$ cat src/rtl/data_mem_responder_if.sv
// Load/store bus between the core's decoder/ALU and the data-memory responder.
//
// Handshake: MemRead/MemWrite are request levels sampled on the rising edge
// while the responder is idle. An accepted request finishes with a one-cycle
// Ready pulse. ReadData is valid in the Ready cycle of a read and holds that
// value until the next read completes. Stall is high while a read is still
// waiting for the array, and Err pulses for one cycle when a request is
// rejected. The requestor must drop its strobes during the Ready cycle. If a
// strobe is still held when the responder returns to idle, it starts a new
// request. dbgState mirrors the responder FSM for checkers.
interface data_mem_responder_if;
    logic        MemRead;
    logic        MemWrite;
    logic [31:0] Address;
    logic [31:0] WriteData;
    logic [31:0] ReadData;
    logic        Ready;
    logic        Stall;
    logic        Err;
    logic [1:0]  dbgState;

    modport master (
        output MemRead, MemWrite, Address, WriteData,
        input  ReadData, Ready, Stall, Err, dbgState
    );

    modport slave (
        input  MemRead, MemWrite, Address, WriteData,
        output ReadData, Ready, Stall, Err, dbgState
    );
endinterface

$ cat src/rtl/data_mem_responder.sv
// Data-memory responder: a word array with a fixed read latency.
// Writes commit on their acceptance edge. A read returns data RD_LAT cycles
// after its acceptance edge.
// Optional feature macro: DMEM_ERR_CHECK_EN. When it is defined, misaligned
// requests and requests with both strobes set are rejected with a one-cycle
// Err pulse.
module data_mem_responder #(
    parameter int DEPTH  = 64,
    parameter int RD_LAT = 2
) (
    input logic clk,
    input logic rst_n,
    data_mem_responder_if.slave bus
);
    localparam int AW = $clog2(DEPTH);

    typedef enum logic [1:0] {
        IDLE = 2'd0,
        WAIT = 2'd1,
        RESP = 2'd2
    } stateT;

    logic [31:0]   mem [DEPTH];
    stateT         state;
    logic [3:0]    counter;
    logic [AW-1:0] latchedIdx;
    logic [AW-1:0] idx;
    logic [31:0]   readDataQ;
    logic          readyQ;
    logic          stallQ;
    logic          errQ;
    logic          wrAcc;
    logic          rdAcc;
    logic          reqErr;
    logic          unusedAddr;

    // The upper address bits are dropped, so addresses wrap modulo 4*DEPTH bytes.
    assign idx        = bus.Address[AW+1:2];
    assign unusedAddr = ^{bus.Address[31:AW+2], bus.Address[1:0]};

    // Classify the request seen at this edge. The result only matters in IDLE.
    always_comb begin
        wrAcc  = 1'b0;
        rdAcc  = 1'b0;
        reqErr = 1'b0;
`ifdef DMEM_ERR_CHECK_EN
        if (bus.MemRead || bus.MemWrite) begin
            if ((bus.Address[1:0] != 2'b00) || (bus.MemRead && bus.MemWrite)) begin
                reqErr = 1'b1;
            end else begin
                wrAcc = bus.MemWrite;
                rdAcc = bus.MemRead;
            end
        end
`else
        // When both strobes are set, the request is treated as a write.
        wrAcc = bus.MemWrite;
        rdAcc = bus.MemRead && !bus.MemWrite;
`endif
    end

    // Array write port. It has no reset, so data survives a reset of the FSM.
    always_ff @(posedge clk) begin
        if (rst_n && (state == IDLE) && wrAcc) begin
            mem[idx] <= bus.WriteData;
        end
    end

    // Request FSM with registered Ready/Stall/Err/ReadData outputs.
    always_ff @(posedge clk or negedge rst_n) begin
        if (!rst_n) begin
            state      <= IDLE;
            counter    <= 4'd0;
            latchedIdx <= '0;
            readDataQ  <= 32'd0;
            readyQ     <= 1'b0;
            stallQ     <= 1'b0;
            errQ       <= 1'b0;
        end else begin
            readyQ <= 1'b0;
            errQ   <= 1'b0;
            case (state)
                IDLE: begin
                    if (wrAcc) begin
                        state  <= RESP;
                        readyQ <= 1'b1;
                    end else if (rdAcc) begin
                        latchedIdx <= idx;
                        if (RD_LAT == 1) begin
                            state     <= RESP;
                            readyQ    <= 1'b1;
                            readDataQ <= mem[idx];
                        end else begin
                            state   <= WAIT;
                            counter <= 4'(RD_LAT - 1);
                            stallQ  <= 1'b1;
                        end
                    end else if (reqErr) begin
                        errQ <= 1'b1;
                    end
                end
                WAIT: begin
                    if (counter == 4'd1) begin
                        state     <= RESP;
                        counter   <= 4'd0;
                        readyQ    <= 1'b1;
                        stallQ    <= 1'b0;
                        readDataQ <= mem[latchedIdx];
                    end else begin
                        counter <= counter - 4'd1;
                    end
                end
                RESP: begin
                    state <= IDLE;
                end
                default: begin
                    state <= IDLE;
                end
            endcase
        end
    end

    assign bus.ReadData = readDataQ;
    assign bus.Ready    = readyQ;
    assign bus.Stall    = stallQ;
    assign bus.Err      = errQ;
    assign bus.dbgState = state;
endmodule

$ cat src/flat_wrapper.sv
// flat-port wrapper written by rule: the top's interface ports become plain ports
module data_mem_responder_flat 
#(
    parameter int DEPTH  = 64,
    parameter int RD_LAT = 2
)
  (clk, rst_n, bus_MemRead, bus_MemWrite, bus_Address, bus_WriteData, bus_ReadData, bus_Ready, bus_Stall, bus_Err, bus_dbgState);
  data_mem_responder_if bus_i ();
  input logic clk;
  input logic rst_n;
  input wire logic [$bits(bus_i.MemRead)-1:0] bus_MemRead;
  input wire logic [$bits(bus_i.MemWrite)-1:0] bus_MemWrite;
  input wire logic [$bits(bus_i.Address)-1:0] bus_Address;
  input wire logic [$bits(bus_i.WriteData)-1:0] bus_WriteData;
  output wire logic [$bits(bus_i.ReadData)-1:0] bus_ReadData;
  output wire logic [$bits(bus_i.Ready)-1:0] bus_Ready;
  output wire logic [$bits(bus_i.Stall)-1:0] bus_Stall;
  output wire logic [$bits(bus_i.Err)-1:0] bus_Err;
  output wire logic [$bits(bus_i.dbgState)-1:0] bus_dbgState;
  assign bus_i.MemRead = bus_MemRead;
  assign bus_i.MemWrite = bus_MemWrite;
  assign bus_i.Address = bus_Address;
  assign bus_i.WriteData = bus_WriteData;
  assign bus_ReadData = bus_i.ReadData;
  assign bus_Ready = bus_i.Ready;
  assign bus_Stall = bus_i.Stall;
  assign bus_Err = bus_i.Err;
  assign bus_dbgState = bus_i.dbgState;
  data_mem_responder #(.DEPTH(DEPTH), .RD_LAT(RD_LAT)) u_core (.clk(clk), .rst_n(rst_n), .bus(bus_i));
endmodule
$ cat config.mk
export PLATFORM = sky130hd
export DESIGN_NAME = data_mem_responder_flat
export DESIGN_NICKNAME = d
export VERILOG_FILES = /design/src/rtl/data_mem_responder_if.sv /design/src/rtl/data_mem_responder.sv /design/src/flat_wrapper.sv
export SDC_FILE = /design/constraint.sdc
export NUM_CORES = 2
export LEC_CHECK = 0
export CAP_MARGIN = 0
export CORE_MARGIN = 3
export CORE_UTILIZATION = 49
export DETAILED_ROUTE_END_ITERATION = 10
export HOLD_SLACK_MARGIN = 0.03
export PLACE_DENSITY_LB_ADDON = 0.3
export SYNTH_ARGS = -nofsm -noshare
export SYNTH_HDL_FRONTEND = slang
export SYNTH_SLANG_ARGS = --single-unit
$ cat constraint.sdc
create_clock -name clk -period 8.1 [get_ports clk]
set_input_delay 1.62 -clock clk [delete_from_list [all_inputs] [get_ports clk]]
set_output_delay 1.62 -clock clk [all_outputs]
set_load 0.05 [all_outputs]
==> run metrics <==
worst rel slew slack 14.5%; RSZ-0062 raised after global routing false; grt ovf 0; Die Ht 411 microns; IO Port Bufs 77; later-pin clock latency in the skew report 0.83 ns; drt pass-1 iters 7; setup TNS 0 ns; CP startpoint bus_MemWrite; nets 4,015; largest net degree at the start of global routing 110; io pins 105; WP data required 8.58 ns; final instance area 90,200 sq um; clock root cell clkbuf_16; crit-path max FO 19; detailed placement HPWL 101,000 microns; f_max 0.217 GHz; Die Span X 411 microns; slack of the critical path 3.50 ns; Mapped Nets 3,844; startpoint types input port; number of global-route vias before repair 38,124; critical-path cell list clkdlybuf4s50_1, nand2_1, nor3b_1, nand3_1, nor2_4, buf_4; worst path arrival time 5.08 ns; R2R Path End u_core.bus.ReadData[4]$_DFFE_PN0P_; first-iteration detailed-routing DRC count 4,353; RR Startpoint u_core.latchedIdx[4]$_DFFE_PN0P_; Synthesis Warnings 0; CTS Hold Bufs 0; Slew Limit Fails 0; Routed wire per std cell 30.0 microns; Seq/Total Area, Yosys 78.1%; Synth Instances 3,774; Worst Tran Pin Value 1.28 ns; clock buffer depth 3; post-placement cell area 83,900 sq um; Worst R2R Path Depth 7; Total GRT Usage 22.4%; dpl ws 2.73 ns; share of layout cells above drive strength 1 20.3%; Post-Syn Area 80,200 sq um; Final Util 55.8%; hold slack 0.509 ns; CTS Buf Count 200; R2R Setup Slk 3.99 ns; maximum vdd ir drop 0.229 mV; drt total wl 188,000 microns; max incr delay on CP 0.88 ns; endpoint class of the critical path flop; TritonCTS Sinks 2,094; routed via count 38,552; Post-synth EDFFs 2,048; layout filler cell count 12,009; TritonCTS clock tree built; Clk pin slew, worst setup/hold paths 0.06 ns; # rows 147; kind of critical path input port to flop; synth unique cells 40; HP Class flop to flop; status complete, no violations; initial core utilization 49.7%; CP max-delay cell nand3_1; Critical Path Stages 6; Syn-to-layout area delta 12.4%; Tcrit/Tclk final 56.8%; min cycle time layout 4.60 ns; total power per unit cell area 321 nW/um^2; post-route ant nets 0; DRC viols 0; worst setup path end u_core.mem[54][17]$_DFFE_PP_; Final Hold Viols 0; Setup Skew 0.0260 ns; register bit total from synthesis 2,094; routability congestion estimate 0.820; first-pass GRT wire length 272,000 microns; initial antenna violation count 23; DIE AREA 169,000 sq um; postcts setup bufs 0; htree depth 4; # setup viols final 0; CP bufs+invs 2; Vias/cell 6.15; Post-CTS Resized 0; MaxCap Viol Count 0; Core Region 161,000 sq um; Post-synth ARST share 2.20%; Top FF cell, synth edfxtp_1; CP top delay family simple AND/OR/NAND/NOR gates; P_leak 28.7 nW; synthesized area per cell 21.2 sq um
==> kinds of logic after synthesis <==
| kind of cell | count (synthesis) | share of synthesized area [%] |
|---|---|---|
| other cells | 1 | 0.00468 |
| compound gates | 457 | 4.27 |
| fa+ha+maj | 2 | 0.0312 |
| mux | 806 | 15.1 |
| simple gates | 187 | 1.12 |
| buf+inv | 227 | 1.37 |
| flops | 2094 | 78.1 |
==> Yosys cell counts, types with 32 or more instances <==
cell type / count / area share, %
a2111oi_0: 33 / 0.36
a211oi_1: 64 / 0.60
a221o_1: 32 / 0.40
a22o_1: 32 / 0.35
a22oi_1: 160 / 1.5
a31oi_1: 32 / 0.25
buf_2: 107 / 0.67
clkbuf_1: 89 / 0.42
dfrtp_1: 46 / 1.4
edfxtp_1: 2048 / 77
mux2i_1: 449 / 5.6
mux4_2: 319 / 9.0
nand3_1: 35 / 0.22
nor2_1: 77 / 0.36
nor2b_1: 40 / 0.31
o211ai_1: 32 / 0.30
o21ai_0: 38 / 0.24
==> power by group <==
group,total (mW),switching (mW),internal [mW]
Clock,8.83,3.85,4.98
Combinational,7.79,4.57,3.22
Sequential,12.3,0.302,12.0
==> cells in the final DEF, fill, tap and decap left out, types with 7 or more instances in the layout <==
cell / instances
mux2i_1: 449
clkdlybuf4s50_1: 44
a221o_1: 32
nand2_1: 17
o22ai_1: 31
nor2_1: 11
a22o_1: 32
nor2b_1: 37
a211oi_1: 64
buf_4: 109
nand3_1: 35
a31oi_1: 32
buf_2: 33
buf_12: 7
mux2_1: 31
clkbuf_1: 51
mux2_2: 7
clkinv_1: 37
clkbuf_16: 208
o211ai_1: 32
edfxtp_1: 2048
bufinv_16: 7
dfrtp_1: 41
a22oi_1: 160
mux4_2: 319
clkinv_2: 42
nor2_4: 67
clkbuf_8: 8
a2111oi_0: 31
o21ai_0: 38
==> layer usage <==
| metal | wire (microns) | global-route usage (%) | vias up |
|---|---|---|---|
| met5 | 133 | 0 | - |
| met4 | 4500 | 5.94 | 22 |
| met3 | 15600 | 4.67 | 266 |
| met2 | 89400 | 34.7 | 1615 |
| met1 | 78800 | 32.7 | 20428 |
| li1 | - | - | 16221 |
==> worst min path at each step <==
stage,cells past startpoint,startpoint,end
global placement,1,u_core.counter[3]$_DFFE_PN0P_,u_core.counter[3]$_DFFE_PN0P_
finish,1,u_core.counter[3]$_DFFE_PN0P_,u_core.counter[3]$_DFFE_PN0P_
CTS,1,u_core.counter[3]$_DFFE_PN0P_,u_core.counter[3]$_DFFE_PN0P_
global route,1,u_core.counter[3]$_DFFE_PN0P_,u_core.counter[3]$_DFFE_PN0P_
detailed placement,1,u_core.counter[3]$_DFFE_PN0P_,u_core.counter[3]$_DFFE_PN0P_
floorplan,1,u_core.counter[3]$_DFFE_PN0P_,u_core.counter[3]$_DFFE_PN0P_
==> state kept, by name, summed over array words and instances (netlist names) <==
register             flops
u_core.bus.ReadData     32
u_core.bus.Ready         1
u_core.bus.Stall         1
u_core.bus.dbgState      2
u_core.counter           4
u_core.latchedIdx        6
u_core.mem            2048
==> metrics by stage <==
step / instances / power [mW]
after floorplan: 3774 / 17.9
after global placement: 5902 / 20.3
after detailed placement: 5902 / 20.4
after CTS: 6268 / 29.2
after global routing: 6269 / 30.0
final: 6271 / 29.0
==> area by class of cell <==
| class | count | area (sq um) | area share [%] |
|---|---|---|---|
| clock buffer | 267 | 5510 | 6.11 |
| multi-input combinational | 1453 | 17000 | 18.9 |
| sequential | 2094 | 62700 | 69.5 |
| timing repair buffer | 194 | 1570 | 1.74 |
| clock inverter | 99 | 703 | 0.780 |
| tap | 2160 | 2700 | 3.00 |
| inverter | 2 | 7.51 | 0.00833 |
| antenna | 2 | 5.00 | 0.00555 |
No activity file was read; power rests on OpenSTA's default activity.
